--- config.mk ---
export PLATFORM = sky130hd
export DESIGN_NAME = ring_plotter
export DESIGN_NICKNAME = d
export VERILOG_FILES = /design/src/rtl/ring_plotter.sv
export SDC_FILE = /design/constraint.sdc
export NUM_CORES = 1
export LEC_CHECK = 0
export BUFFER_PORTS_ARGS = -buffer_cell sky130_fd_sc_hd__buf_4
export CORE_UTILIZATION = 33
export CTS_CLUSTER_DIAMETER = 200
export DETAILED_ROUTE_END_ITERATION = 7
export SLEW_MARGIN = 10
export SYNTH_ARGS = -nofsm -noshare
export SYNTH_HDL_FRONTEND = slang
export SYNTH_SLANG_ARGS = --single-unit
export TNS_END_PERCENT = 1
--- constraint.sdc ---
create_clock -name clock -period 3.91 [get_ports clock]
set_clock_uncertainty 0.15 [all_clocks]
set_input_delay 0.5865 -clock clock [delete_from_list [all_inputs] [get_ports clock]]
set_output_delay 0.5865 -clock clock [all_outputs]
set_load 0.02 [all_outputs]
--- src/rtl/ring_plotter.sv ---
// ring_plotter
// Keeps two concentric rings on a 160x120 framebuffer in step with the two
// animated radii coming from the radius-tracking stage. When a target radius
// differs from the one on screen, the old ring is erased in the background
// colour and the new one is drawn with the midpoint circle algorithm. Pixels
// are written one per cycle to the VGA adapter's write port.
//
// Ports:
//   clock   system clock
//   reset   synchronous, active-high
//   r1      target radius of ring 1 (high note)
//   r2      target radius of ring 2 (low note)
//   x, y    pixel coordinate (registered)
//   colour  pixel colour (registered)
//   plot    write strobe, qualifies x/y/colour in the same cycle
//   busy    high whenever a job is in progress
module ring_plotter #(
  parameter int         CX       = 80,
  parameter int         CY       = 60,
  parameter logic [2:0] COL_HIGH = 3'b010,
  parameter logic [2:0] COL_LOW  = 3'b100,
  parameter logic [2:0] COL_BG   = 3'b000
) (
  input  logic       clock,
  input  logic       reset,
  input  logic [6:0] r1,
  input  logic [6:0] r2,
  output logic [7:0] x,
  output logic [6:0] y,
  output logic [2:0] colour,
  output logic       plot,
  output logic       busy
);

  typedef enum logic [1:0] {IDLE, INIT, PLOT, STEP} state_t;

  localparam logic signed [8:0] CX_S = 9'(CX);
  localparam logic signed [8:0] CY_S = 9'(CY);

  state_t            state_reg, state_next;
  logic              ring_reg, ring_next;        // 0: ring 1, 1: ring 2
  logic              erase_reg, erase_next;      // current pass is the erase pass
  logic [6:0]        target_reg, target_next;    // radius latched at job selection
  logic [6:0]        rad_reg, rad_next;          // radius of the current pass
  logic [2:0]        col_reg, col_next;          // colour of the current pass
  logic [7:0]        px_reg, px_next;
  logic [7:0]        py_reg, py_next;
  logic signed [8:0] d_reg, d_next;
  logic [2:0]        k_reg, k_next;              // octant index within PLOT
  logic [6:0]        drawn_r1_reg, drawn_r1_next;
  logic [6:0]        drawn_r2_reg, drawn_r2_next;
  logic              redraw1_reg, redraw1_next;
  logic              redraw2_reg, redraw2_next;
  logic [7:0]        x_reg, x_next;
  logic [6:0]        y_reg, y_next;
  logic [2:0]        colour_reg, colour_next;
  logic              plot_reg, plot_next;

  // Job selection: ring 1 has priority over ring 2.
  logic       want1, want2, sel_erase;
  logic [6:0] sel_target, sel_drawn, oth_drawn;

  always_comb begin
    want1      = (r1 != drawn_r1_reg) || redraw1_reg;
    want2      = (r2 != drawn_r2_reg) || redraw2_reg;
    sel_target = want1 ? r1 : r2;
    sel_drawn  = want1 ? drawn_r1_reg : drawn_r2_reg;
    oth_drawn  = want1 ? drawn_r2_reg : drawn_r1_reg;
    // A ring that is only flagged for redraw keeps its pixels; skip the erase.
    sel_erase  = (sel_drawn != 7'd0) && (sel_target != sel_drawn);
  end

  // Octant point: k[2] swaps px/py, k[0] negates the x offset, k[1] the y offset.
  logic [7:0]        off_x, off_y;
  logic signed [8:0] sx, sy;
  logic              on_screen;

  always_comb begin
    off_x     = k_reg[2] ? py_reg : px_reg;
    off_y     = k_reg[2] ? px_reg : py_reg;
    sx        = k_reg[0] ? (CX_S - signed'({1'b0, off_x})) : (CX_S + signed'({1'b0, off_x}));
    sy        = k_reg[1] ? (CY_S - signed'({1'b0, off_y})) : (CY_S + signed'({1'b0, off_y}));
    on_screen = (sx >= 9'sd0) && (sx <= 9'sd159) && (sy >= 9'sd0) && (sy <= 9'sd119);
  end

  // Midpoint decision update for the STEP state.
  logic signed [8:0] px_s, py_s, d_step;
  logic [7:0]        px_step, py_step;

  always_comb begin
    px_s = signed'({1'b0, px_reg});
    py_s = signed'({1'b0, py_reg});
    if (d_reg < 9'sd0) begin
      d_step  = d_reg + (px_s <<< 1) + 9'sd3;
      py_step = py_reg;
    end else begin
      d_step  = d_reg + ((px_s - py_s) <<< 1) + 9'sd5;
      py_step = py_reg - 8'd1;
    end
    px_step = px_reg + 8'd1;
  end

  logic pass_done;

  always_comb begin
    state_next    = state_reg;
    ring_next     = ring_reg;
    erase_next    = erase_reg;
    target_next   = target_reg;
    rad_next      = rad_reg;
    col_next      = col_reg;
    px_next       = px_reg;
    py_next       = py_reg;
    d_next        = d_reg;
    k_next        = k_reg;
    drawn_r1_next = drawn_r1_reg;
    drawn_r2_next = drawn_r2_reg;
    redraw1_next  = redraw1_reg;
    redraw2_next  = redraw2_reg;
    x_next        = x_reg;
    y_next        = y_reg;
    colour_next   = colour_reg;
    plot_next     = 1'b0;
    pass_done     = 1'b0;

    case (state_reg)
      IDLE: begin
        if (want1 || want2) begin
          ring_next   = !want1;
          target_next = sel_target;
          erase_next  = sel_erase;
          rad_next    = sel_erase ? sel_drawn : sel_target;
          col_next    = sel_erase ? COL_BG : (want1 ? COL_HIGH : COL_LOW);
          if (want1) redraw1_next = 1'b0;
          else       redraw2_next = 1'b0;
          // Erasing over the other ring punches holes in it; flag it for repaint.
          if (sel_erase && (sel_drawn == oth_drawn)) begin
            if (want1) redraw2_next = 1'b1;
            else       redraw1_next = 1'b1;
          end
          state_next = INIT;
        end
      end
      INIT: begin
        px_next = 8'd0;
        py_next = {1'b0, rad_reg};
        d_next  = 9'sd1 - signed'({2'b00, rad_reg});
        k_next  = 3'd0;
        if (rad_reg == 7'd0) pass_done = 1'b1;
        else                 state_next = PLOT;
      end
      PLOT: begin
        x_next      = sx[7:0];
        y_next      = sy[6:0];
        colour_next = col_reg;
        plot_next   = on_screen;
        k_next      = k_reg + 3'd1;
        if (k_reg == 3'd7) state_next = STEP;
      end
      STEP: begin
        d_next  = d_step;
        py_next = py_step;
        px_next = px_step;
        k_next  = 3'd0;
        if (px_step <= py_step) state_next = PLOT;
        else                    pass_done  = 1'b1;
      end
      default: state_next = IDLE;
    endcase

    if (pass_done) begin
      if (erase_reg) begin
        erase_next = 1'b0;
        rad_next   = target_reg;
        col_next   = ring_reg ? COL_LOW : COL_HIGH;
        state_next = INIT;
      end else begin
        if (ring_reg) drawn_r2_next = target_reg;
        else          drawn_r1_next = target_reg;
        state_next = IDLE;
      end
    end
  end

  always_ff @(posedge clock) begin
    if (reset) begin
      state_reg    <= IDLE;
      ring_reg     <= 1'b0;
      erase_reg    <= 1'b0;
      target_reg   <= 7'd0;
      rad_reg      <= 7'd0;
      col_reg      <= 3'd0;
      px_reg       <= 8'd0;
      py_reg       <= 8'd0;
      d_reg        <= 9'sd0;
      k_reg        <= 3'd0;
      drawn_r1_reg <= 7'd0;
      drawn_r2_reg <= 7'd0;
      redraw1_reg  <= 1'b0;
      redraw2_reg  <= 1'b0;
      x_reg        <= 8'd0;
      y_reg        <= 7'd0;
      colour_reg   <= 3'd0;
      plot_reg     <= 1'b0;
    end else begin
      state_reg    <= state_next;
      ring_reg     <= ring_next;
      erase_reg    <= erase_next;
      target_reg   <= target_next;
      rad_reg      <= rad_next;
      col_reg      <= col_next;
      px_reg       <= px_next;
      py_reg       <= py_next;
      d_reg        <= d_next;
      k_reg        <= k_next;
      drawn_r1_reg <= drawn_r1_next;
      drawn_r2_reg <= drawn_r2_next;
      redraw1_reg  <= redraw1_next;
      redraw2_reg  <= redraw2_next;
      x_reg        <= x_next;
      y_reg        <= y_next;
      colour_reg   <= colour_next;
      plot_reg     <= plot_next;
    end
  end

  assign x      = x_reg;
  assign y      = y_reg;
  assign colour = colour_reg;
  assign plot   = plot_reg;
  assign busy   = (state_reg != IDLE);

endmodule

==> reports/summary.log, run 1 <==
qor: outcome.outcome completed
qor: floorplan.chipWidth 143.0 um
qor: clock_network.hold_fix_buffer_count_after_cts 0
qor: finish.final_instance_area 0.007331 mm2
qor: synthesis.post_synth_edffs 0
qor: critical_path.critical_path_required 3.95 ns
qor: synthesis.register_bit_count_reported_by_yosys 84
qor: grt.number_of_global_route_vias_before_repair 5179
qor: detailed_routing.route.final.wire_length 16610 um
qor: clock_network.clock_insertion_delay_worst_skew 0.34 ns
qor: critical_path.crit_fanout 10
qor: clock_network.cts_post_setup_buffers_inserted 0
qor: floorplan.io-pin-count 36
qor: grt.globalRoute.totalOverflow 0
qor: detailed_routing.vias_per_cell 5.237
qor: finish.drive_above_1_share 0.1265
qor: clock_network.worst_setup_hold_path_clk_slew 0.07 ns
qor: grt.grt.busiest_layer met2
qor: detailed_routing.initialDrtViolationCount 309
qor: synthesis.syn_area_per_cell 8.252 um2
qor: floorplan.num_rows 51
qor: timing.slew-limit-headroom 0.3536
qor: detailed_routing.vias 5651
qor: floorplan.initial_core_util 0.3371
qor: timing.finalCritPeriodShare 0.9346
qor: timing.number_of_failing_setup_endpoints_in_the_final_timing_report 0
qor: worst_hold_path.timing.hold.worst.class flip-flop to flip-flop
qor: clock_network.cts-root-buf clkbuf_16
qor: finish.largest_register_ff_count 9
qor: detailed_routing.drtPass1Iterations 5
qor: critical_path.critical_path_buf_inv_count 1
qor: finish.finalNetCount 884
qor: grt.grt.met2_usage 0.2747
qor: critical_path.crit_path_end_kind flip-flop
qor: critical_path.cp_data_arrival_time 3.69 ns
qor: critical_path.cp_dominant_cell_by_count ha_1
qor: flow_run.drv.max_cap_violation_count 0
qor: synthesis.synthesis.nets 870
qor: critical_path.ff2ff_setup_slack 0.26 ns
qor: synthesis.yosys_warnings 0
qor: grt.grt_first_pass_wirelength 27170 um
qor: power_and_ir_drop.static-leakage-power 2.949 nW
qor: clock_network.clock_path_buffers 2
qor: clock_network.number_of_cts_inserted_buffers 9
qor: synthesis.async_reset_ff_frac 0
qor: power_and_ir_drop.peakVddDrop 0.2572 mV
qor: critical_path.critPathKind flip-flop to flip-flop
qor: floorplan.floorplan.die_area 0.02045 mm2
qor: placement.dpl_cell_area 0.007019 mm2
qor: clock_network.clock_sink_count 84
qor: placement.dp_hpwl 12310 um
qor: timing.period_minus_slack 3.654 ns
qor: floorplan.fp.coreArea 0.01946 mm2
qor: timing.worst-slew-pin-transition 0.9697 ns
qor: critical_path.cpMaxStageDelayCell dfxtp_1
qor: clock_network.htree_levels 3
qor: synthesis.syn_inst 795
qor: placement.port-buffer-count 35
qor: worst_hold_path.worstHoldStart x[3]
qor: grt.gr_met3_demand_resource 0.02381
qor: critical_path.crit_path_start py_reg[0]
qor: detailed_routing.antenna_left 0
qor: clock_network.tritoncts_clock_tree yes
qor: timing.max_freq 0.2737 GHz
qor: finish.share_of_the_core_filled_with_cells_in_the_final_layout 0.3767
qor: timing.post_route_setup_tns 0 ns
qor: clock_network.ctsResizeCount 0
qor: floorplan.die-height 143.0 um
qor: grt.antenna_found_initial 0
qor: detailed_routing.residual_drc 0
qor: timing.timing_max_transition_violations_final 0
qor: placement.dpl.cell_count 1063
qor: detailed_routing.drt-wirelength-per-cell 15.39 um
qor: timing.hold_viol_final 0
qor: critical_path.timing.critical_path.slowest_cell_delay 0.50 ns
qor: placement.finalWeightedCongestion 0.9074
qor: timing.rsz0062_at_grt no
qor: synthesis.synthFlopType dfxtp_1
qor: grt.grt_usage 0.1682
qor: synthesis.ys_types 72
qor: synthesis.synth_seq_area_share 0.2563
qor: grt.pin_count_of_the_biggest_net_entering_global_routing 92
qor: critical_path.critical_path.startpoint_type flip-flop
qor: finish.antenna_cells_inserted 0
qor: synthesis.syn_area 0.006560 mm2
qor: power_and_ir_drop.power.density 415.7 mW/mm2
qor: critical_path.cpLargestDelayFamily adder cells
qor: grt.grt.met1_usage 0.2288
qor: finish.layout-area-overhead-vs-synth 11.75%
qor: critical_path.crit_path_cell_trace ha_1 > inv_1 > fa_1 > a21o_1 > a21oi_1 > xnor2_1 > ha_1 > ha_1 > nand3_1 > o211ai_1 > o41ai_1 > xnor2_1 > nand3b_1 > o221ai_1
qor: power_and_ir_drop.tot_pwr 3.048 mW
qor: critical_path.reg2reg_from py_reg[0]
qor: finish.layoutNonFillerInstCount 1079
qor: finish.fillCellCount 2023
==> worst reg2reg max path, stage by stage (launching register included) <==
cell	delay (ns)
dfxtp_1	0.50
ha_1	0.22
inv_1	0.05
fa_1	0.40
a21o_1	0.18
a21oi_1	0.23
xnor2_1	0.15
ha_1	0.25
ha_1	0.35
nand3_1	0.09
o211ai_1	0.13
o41ai_1	0.42
xnor2_1	0.16
nand3b_1	0.11
o221ai_1	0.11
==> stage by stage <==
step / setup slack (ns) / hold WS [ns]
6_report: 0.2559 / 0.3010
5_1_grt: 0.02178 / 0.3312
4_1_cts: 0.2298 / 0.3034
3_5_place_dp: 0.2817 / 0.2942
3_3_place_gp: 0.3456 / 0.2918
2_1_floorplan: 0.6210 / 0.2774
==> power by group <==
group | switching [mW] | internal, mW | total (mW)
Sequential | 0.106 | 0.934 | 1.04
Combinational | 0.622 | 0.483 | 1.11
Clock | 0.383 | 0.518 | 0.901
Total | 1.11 | 1.94 | 3.05
==> worst paths after layout <==
kind / to / cells past startpoint
hold reg to reg: x[3] / 2
setup reg to reg: d_reg[8] / 14
setup / recovery: d_reg[8] / 14
hold / removal: x[3] / 2
==> cells by family (layout without fill, tap and decap cells) <==
group	Yosys count	in the layout	synth area share
compound gates	195	195	0.2089
xor+xnor	61	61	0.08144
fa+ha+maj	59	59	0.1160
buf+inv	82	101	0.05779
flops	84	84	0.2563
mux	49	49	0.07572
simple gates	265	265	0.2039
==> synth_stat cells, types with 4 or more instances <==
| library cell | number | share of area |
|---|---|---|
| a211oi_1 | 19 | 0.022 |
| or4_1 | 4 | 0.0046 |
| mux2_2 | 5 | 0.0086 |
| xnor2_1 | 34 | 0.045 |
| o31ai_1 | 4 | 0.0046 |
| xor2_1 | 27 | 0.036 |
| nand4_1 | 5 | 0.0048 |
| nor2b_1 | 9 | 0.0086 |
| a21oi_1 | 54 | 0.041 |
| o21bai_1 | 6 | 0.0069 |
| or2b_2 | 13 | 0.017 |
| a22oi_1 | 6 | 0.0069 |
| dfxtp_1 | 84 | 0.26 |
| a211o_1 | 6 | 0.0080 |
| a21o_1 | 6 | 0.0069 |
| nand2b_1 | 11 | 0.010 |
| o21ai_0 | 32 | 0.024 |
| inv_1 | 35 | 0.020 |
| clkbuf_1 | 31 | 0.018 |
| o22ai_1 | 4 | 0.0038 |
| buf_2 | 7 | 0.0053 |
| nor3_1 | 18 | 0.014 |
| nor4_1 | 8 | 0.0076 |
| nand2_1 | 86 | 0.049 |
| nand3_1 | 9 | 0.0069 |
| clkbuf_8 | 4 | 0.0084 |
| o211ai_1 | 10 | 0.011 |
| ha_1 | 56 | 0.11 |
| a311oi_1 | 14 | 0.019 |
| nor2_1 | 75 | 0.043 |
| mux2i_1 | 44 | 0.067 |
==> layout make-up <==
| type | instances | area (um2) | share of cell area |
|---|---|---|---|
| clock buffer | 10 | 239.0 | 0.03260 |
| clock inverter | 6 | 72.57 | 0.009899 |
| inverter | 35 | 131.4 | 0.01792 |
| multi-input combinational | 629 | 4499 | 0.6138 |
| sequential | 84 | 1682 | 0.2294 |
| tap | 265 | 331.6 | 0.04523 |
| timing repair buffer | 50 | 375.4 | 0.05120 |
==> metal layers <==
layer | part of all wire | wire [um]
met5 | 0 | 0
met4 | 0.017 | 287
met3 | 0.035 | 585
met2 | 0.46 | 7678
met1 | 0.49 | 8055
==> placed cells by master (no fill, tap or decap), types with 31 or more instances in the layout <==
cell	n
a21oi_1	54
buf_4	50
dfxtp_1	84
ha_1	56
inv_1	35
mux2i_1	44
nand2_1	86
nor2_1	75
o21ai_0	31
xnor2_1	34
No activity file was read; power rests on OpenSTA's default activity.
==> run 2: changes to the inputs <==
--- a/config.mk
+++ b/config.mk
@@ -6,9 +6,10 @@
 export NUM_CORES = 1
 export LEC_CHECK = 0
 export BUFFER_PORTS_ARGS = -buffer_cell sky130_fd_sc_hd__buf_4
-export CORE_UTILIZATION = 33
+export CORE_UTILIZATION = 63
 export CTS_CLUSTER_DIAMETER = 200
 export DETAILED_ROUTE_END_ITERATION = 7
+export PLACE_DENSITY = 0.82
 export SLEW_MARGIN = 10
 export SYNTH_ARGS = -nofsm -noshare
 export SYNTH_HDL_FRONTEND = slang
==> constraint.sdc (replaced) <==
create_clock -name clock -period 3.91 [get_ports clock]
set_clock_uncertainty 0.15 [all_clocks]
set_input_delay 0.391 -clock clock [delete_from_list [all_inputs] [get_ports clock]]
set_output_delay 0.391 -clock clock [all_outputs]
set_load 0.02 [all_outputs]
==> run 2 against run 1 <==
Core utilization up 33 points; hold slack worse by 0.15 ns; combinational power is essentially flat; cell count fell by 13%; design area down 4.1%; largest cell class unchanged; power is 7.3% lower; routed wire length rose by 3.5%; via count increased by 5.8%.
==> reports/summary.log, run 2 (same netlist as run 1, synthesis figures left out) <==
qor: critical_path.cpLargestDelayFamily compound AO/OA/AOI/OAI gates
qor: finish.largest_register_ff_count 9 [unchanged]
qor: critical_path.r2r_cells 11 [-3]
qor: power_and_ir_drop.peakVddDrop 0.2872 mV [+12%]
qor: clock_network.number_of_cts_inserted_buffers 9 [unchanged]
qor: power_and_ir_drop.static-leakage-power 2.896 nW [-1.8%]
qor: timing.finalCritPeriodShare 0.9278 [-0.006786]
qor: detailed_routing.drtPass1Iterations 4 [-1]
qor: timing.max_freq 0.2757 GHz [+0.73%]
qor: grt.globalRoute.totalOverflow 0 [unchanged]
qor: critical_path.cp_data_arrival_time 3.79 ns [+0.10 ns]
qor: timing.rsz0062_at_grt no
qor: grt.number_of_global_route_vias_before_repair 5525 [+6.7%]
qor: critical_path.crit_fanout 7 [-3]
qor: critical_path.critical_path_required 4.07 ns [+0.12 ns]
qor: timing.post_route_setup_tns 0 ns [unchanged]
qor: detailed_routing.drt-wirelength-per-cell 18.23 um [+18%]
qor: detailed_routing.vias 5976 [+5.8%]
qor: critical_path.timing.critical_path.slowest_cell_delay 0.55 ns [+0.05 ns]
qor: finish.antenna_cells_inserted 0 [unchanged]
qor: timing.setup_slack 0.2824 ns [+0.02653 ns]
qor: placement.dp_hpwl 12830 um [+4.1%]
qor: clock_network.cts_post_setup_buffers_inserted 0 [unchanged]
qor: critical_path.cp_dominant_cell_by_count ha_1
qor: critical_path.crit_path_cell_trace inv_1 > ha_1 > or3b_2 > nor4_1 > xnor2_1 > ha_1 > nand4_1 > a21oi_1 > o21bai_1 > a211oi_4 > mux2i_1
qor: critical_path.cpMaxStageDelayCell a211oi_4
qor: detailed_routing.initialDrtViolationCount 428 [+39%]
qor: finish.drive_above_1_share 0.1247 [-0.001844]
qor: worst_hold_path.whs_path_depth 3 [+1]
qor: detailed_routing.route.final.wire_length 17190 um [+3.5%]
qor: placement.dp_worst_setup_slack 0.2817 ns [-0.000001000 ns]
qor: floorplan.num_rows 36 [-29%]
qor: critical_path.crit_path_end_kind flip-flop
qor: finish.fillCellCount 794 [-61%]
qor: detailed_routing.vias_per_cell 6.337 [+21%]
qor: finish.finalNetCount 880 [-0.45%]
qor: grt.pin_count_of_the_biggest_net_entering_global_routing 92 [unchanged]
qor: outcome.outcome completed
qor: worst_hold_path.timing.hold.worst.class primary input to flip-flop
qor: clock_network.tritoncts_clock_tree yes
qor: timing.worst-slew-pin-transition 0.9224 ns [-0.04730 ns]
qor: critical_path.critPathKind flip-flop to flip-flop
qor: clock_network.htree_levels 3 [unchanged]
qor: placement.port-buffer-count 35 [unchanged]
qor: flow_run.drv.max_cap_violation_count 0 [unchanged]
qor: clock_network.cts-root-buf clkbuf_8
qor: floorplan.io-pin-count 36 [unchanged]
qor: finish.layout-area-overhead-vs-synth 7.171%
qor: timing.period_minus_slack 3.628 ns [-0.02653 ns]
qor: timing.slew-limit-headroom 0.3851 [+0.03153]
qor: finish.most_used_cells_in_the_layout_excluding_fill_and_tap_cells nand2_1, dfxtp_1, nor2_1
qor: power_and_ir_drop.power.density 401.9 mW/mm2 [-3.3%]
qor: finish.layout.cells.most_common nand2_1
qor: clock_network.clock_insertion_delay_worst_skew 0.38 ns [+0.04 ns]
qor: grt.grt_usage 0.3162 [+0.1480]
qor: timing.hold_viol_final 0 [unchanged]
qor: floorplan.fp.coreArea 0.009955 mm2 [-49%]
qor: clock_network.worst_setup_hold_path_clk_slew 0.10 ns [+0.03 ns]
qor: floorplan.floorplan.die_area 0.01082 mm2 [-47%]
qor: floorplan.chipWidth 104.0 um [-27%]
qor: placement.finalWeightedCongestion 0.9891 [+9.0%]
qor: critical_path.path_depth 11 [-3]
qor: critical_path.critical_path.startpoint_type flip-flop
qor: critical_path.critical_path_buf_inv_count 1 [unchanged]
qor: timing.timing_max_transition_violations_final 0 [unchanged]
qor: clock_network.clock_sink_count 84 [unchanged]
qor: detailed_routing.residual_drc 0 [unchanged]
qor: clock_network.clock_path_buffers 2 [unchanged]
qor: floorplan.initial_core_util 0.6590 [+0.3219]
qor: grt.antenna_found_initial 0 [unchanged]
qor: timing.number_of_failing_setup_endpoints_in_the_final_timing_report 0 [unchanged]
qor: floorplan.die-height 104.0 um [-27%]
qor: critical_path.ff2ff_setup_slack 0.28 ns [+0.03 ns]
qor: detailed_routing.antenna_left 0 [unchanged]
qor: grt.grt_first_pass_wirelength 27520 um [+1.3%]
-- run 2: changes by cell type in the layout (fill, tap and decap cells not counted), sizes merged --
cell      before  now
clkinvlp       3    0
bufinv         1    0
buf           50   46
clkbuf        10    9
clkinv         1    3
inv           36   39
-- run 2: per-layer routing --
layer  GRT usage  wire length, um  vias up
met1      0.4146             7546     2823
met5           0                0        -
met4      0.1867              816        0
met3     0.03383              995       59
met2      0.5029             7834      229
li1            -                -     2865
-- run 2: final timing paths --
path                                 from               to
worst max-delay path            py_reg[1]  drawn_r1_reg[1]
worst min-delay path                r1[3]    target_reg[3]
worst max register to register  py_reg[1]  drawn_r1_reg[1]
worst min register to register       x[1]             x[1]
-- run 2: where the power goes --
part / switching (mW) / total [mW] / internal, mW
Clock: 0.391 / 0.643 / 0.252
Combinational: 0.657 / 1.14 / 0.483
Sequential: 0.108 / 1.04 / 0.934
-- run 2: timing repair --
item / in CTS / in global routing
hold buffers: 0 / 0
setup endpoints to repair: 0 / 1
resized for setup: 0 / 2
-- run 2: through the flow --
| step | utilization | power, mW | std cells | cell area, um2 | hold WS [ns] |
|---|---|---|---|---|---|
| global placement | 0.6855 | 2.118 | 927 | 6824 | 0.2927 |
| finish | 0.7063 | 2.825 | 943 | 7030 | 0.1465 |
| floorplan | - | 1.894 | 795 | 6560 | 0.2774 |
| detailed placement | 0.6855 | 2.167 | 927 | 6824 | 0.2980 |
| CTS | 0.7054 | 2.805 | 943 | 7022 | 0.1377 |
| global route | 0.7063 | 2.984 | 943 | 7030 | 0.1406 |
-- run 2: cell type report --
class | instances | area [um2] | share of cell area
Clock inverter | 7 | 73.82 | 0.01050
Sequential cell | 84 | 1683 | 0.2394
Clock buffer | 9 | 123.9 | 0.01762
Tap cell | 133 | 166.4 | 0.02367
Timing Repair Buffer | 46 | 345.3 | 0.04912
Inverter | 35 | 131.4 | 0.01869
Multi-Input combinational cell | 629 | 4507 | 0.6410
-- run 2: worst min-delay path: stages --
cell	delay [ns]
buf_4	0.12
nand2_1	0.05
a311oi_1	0.07
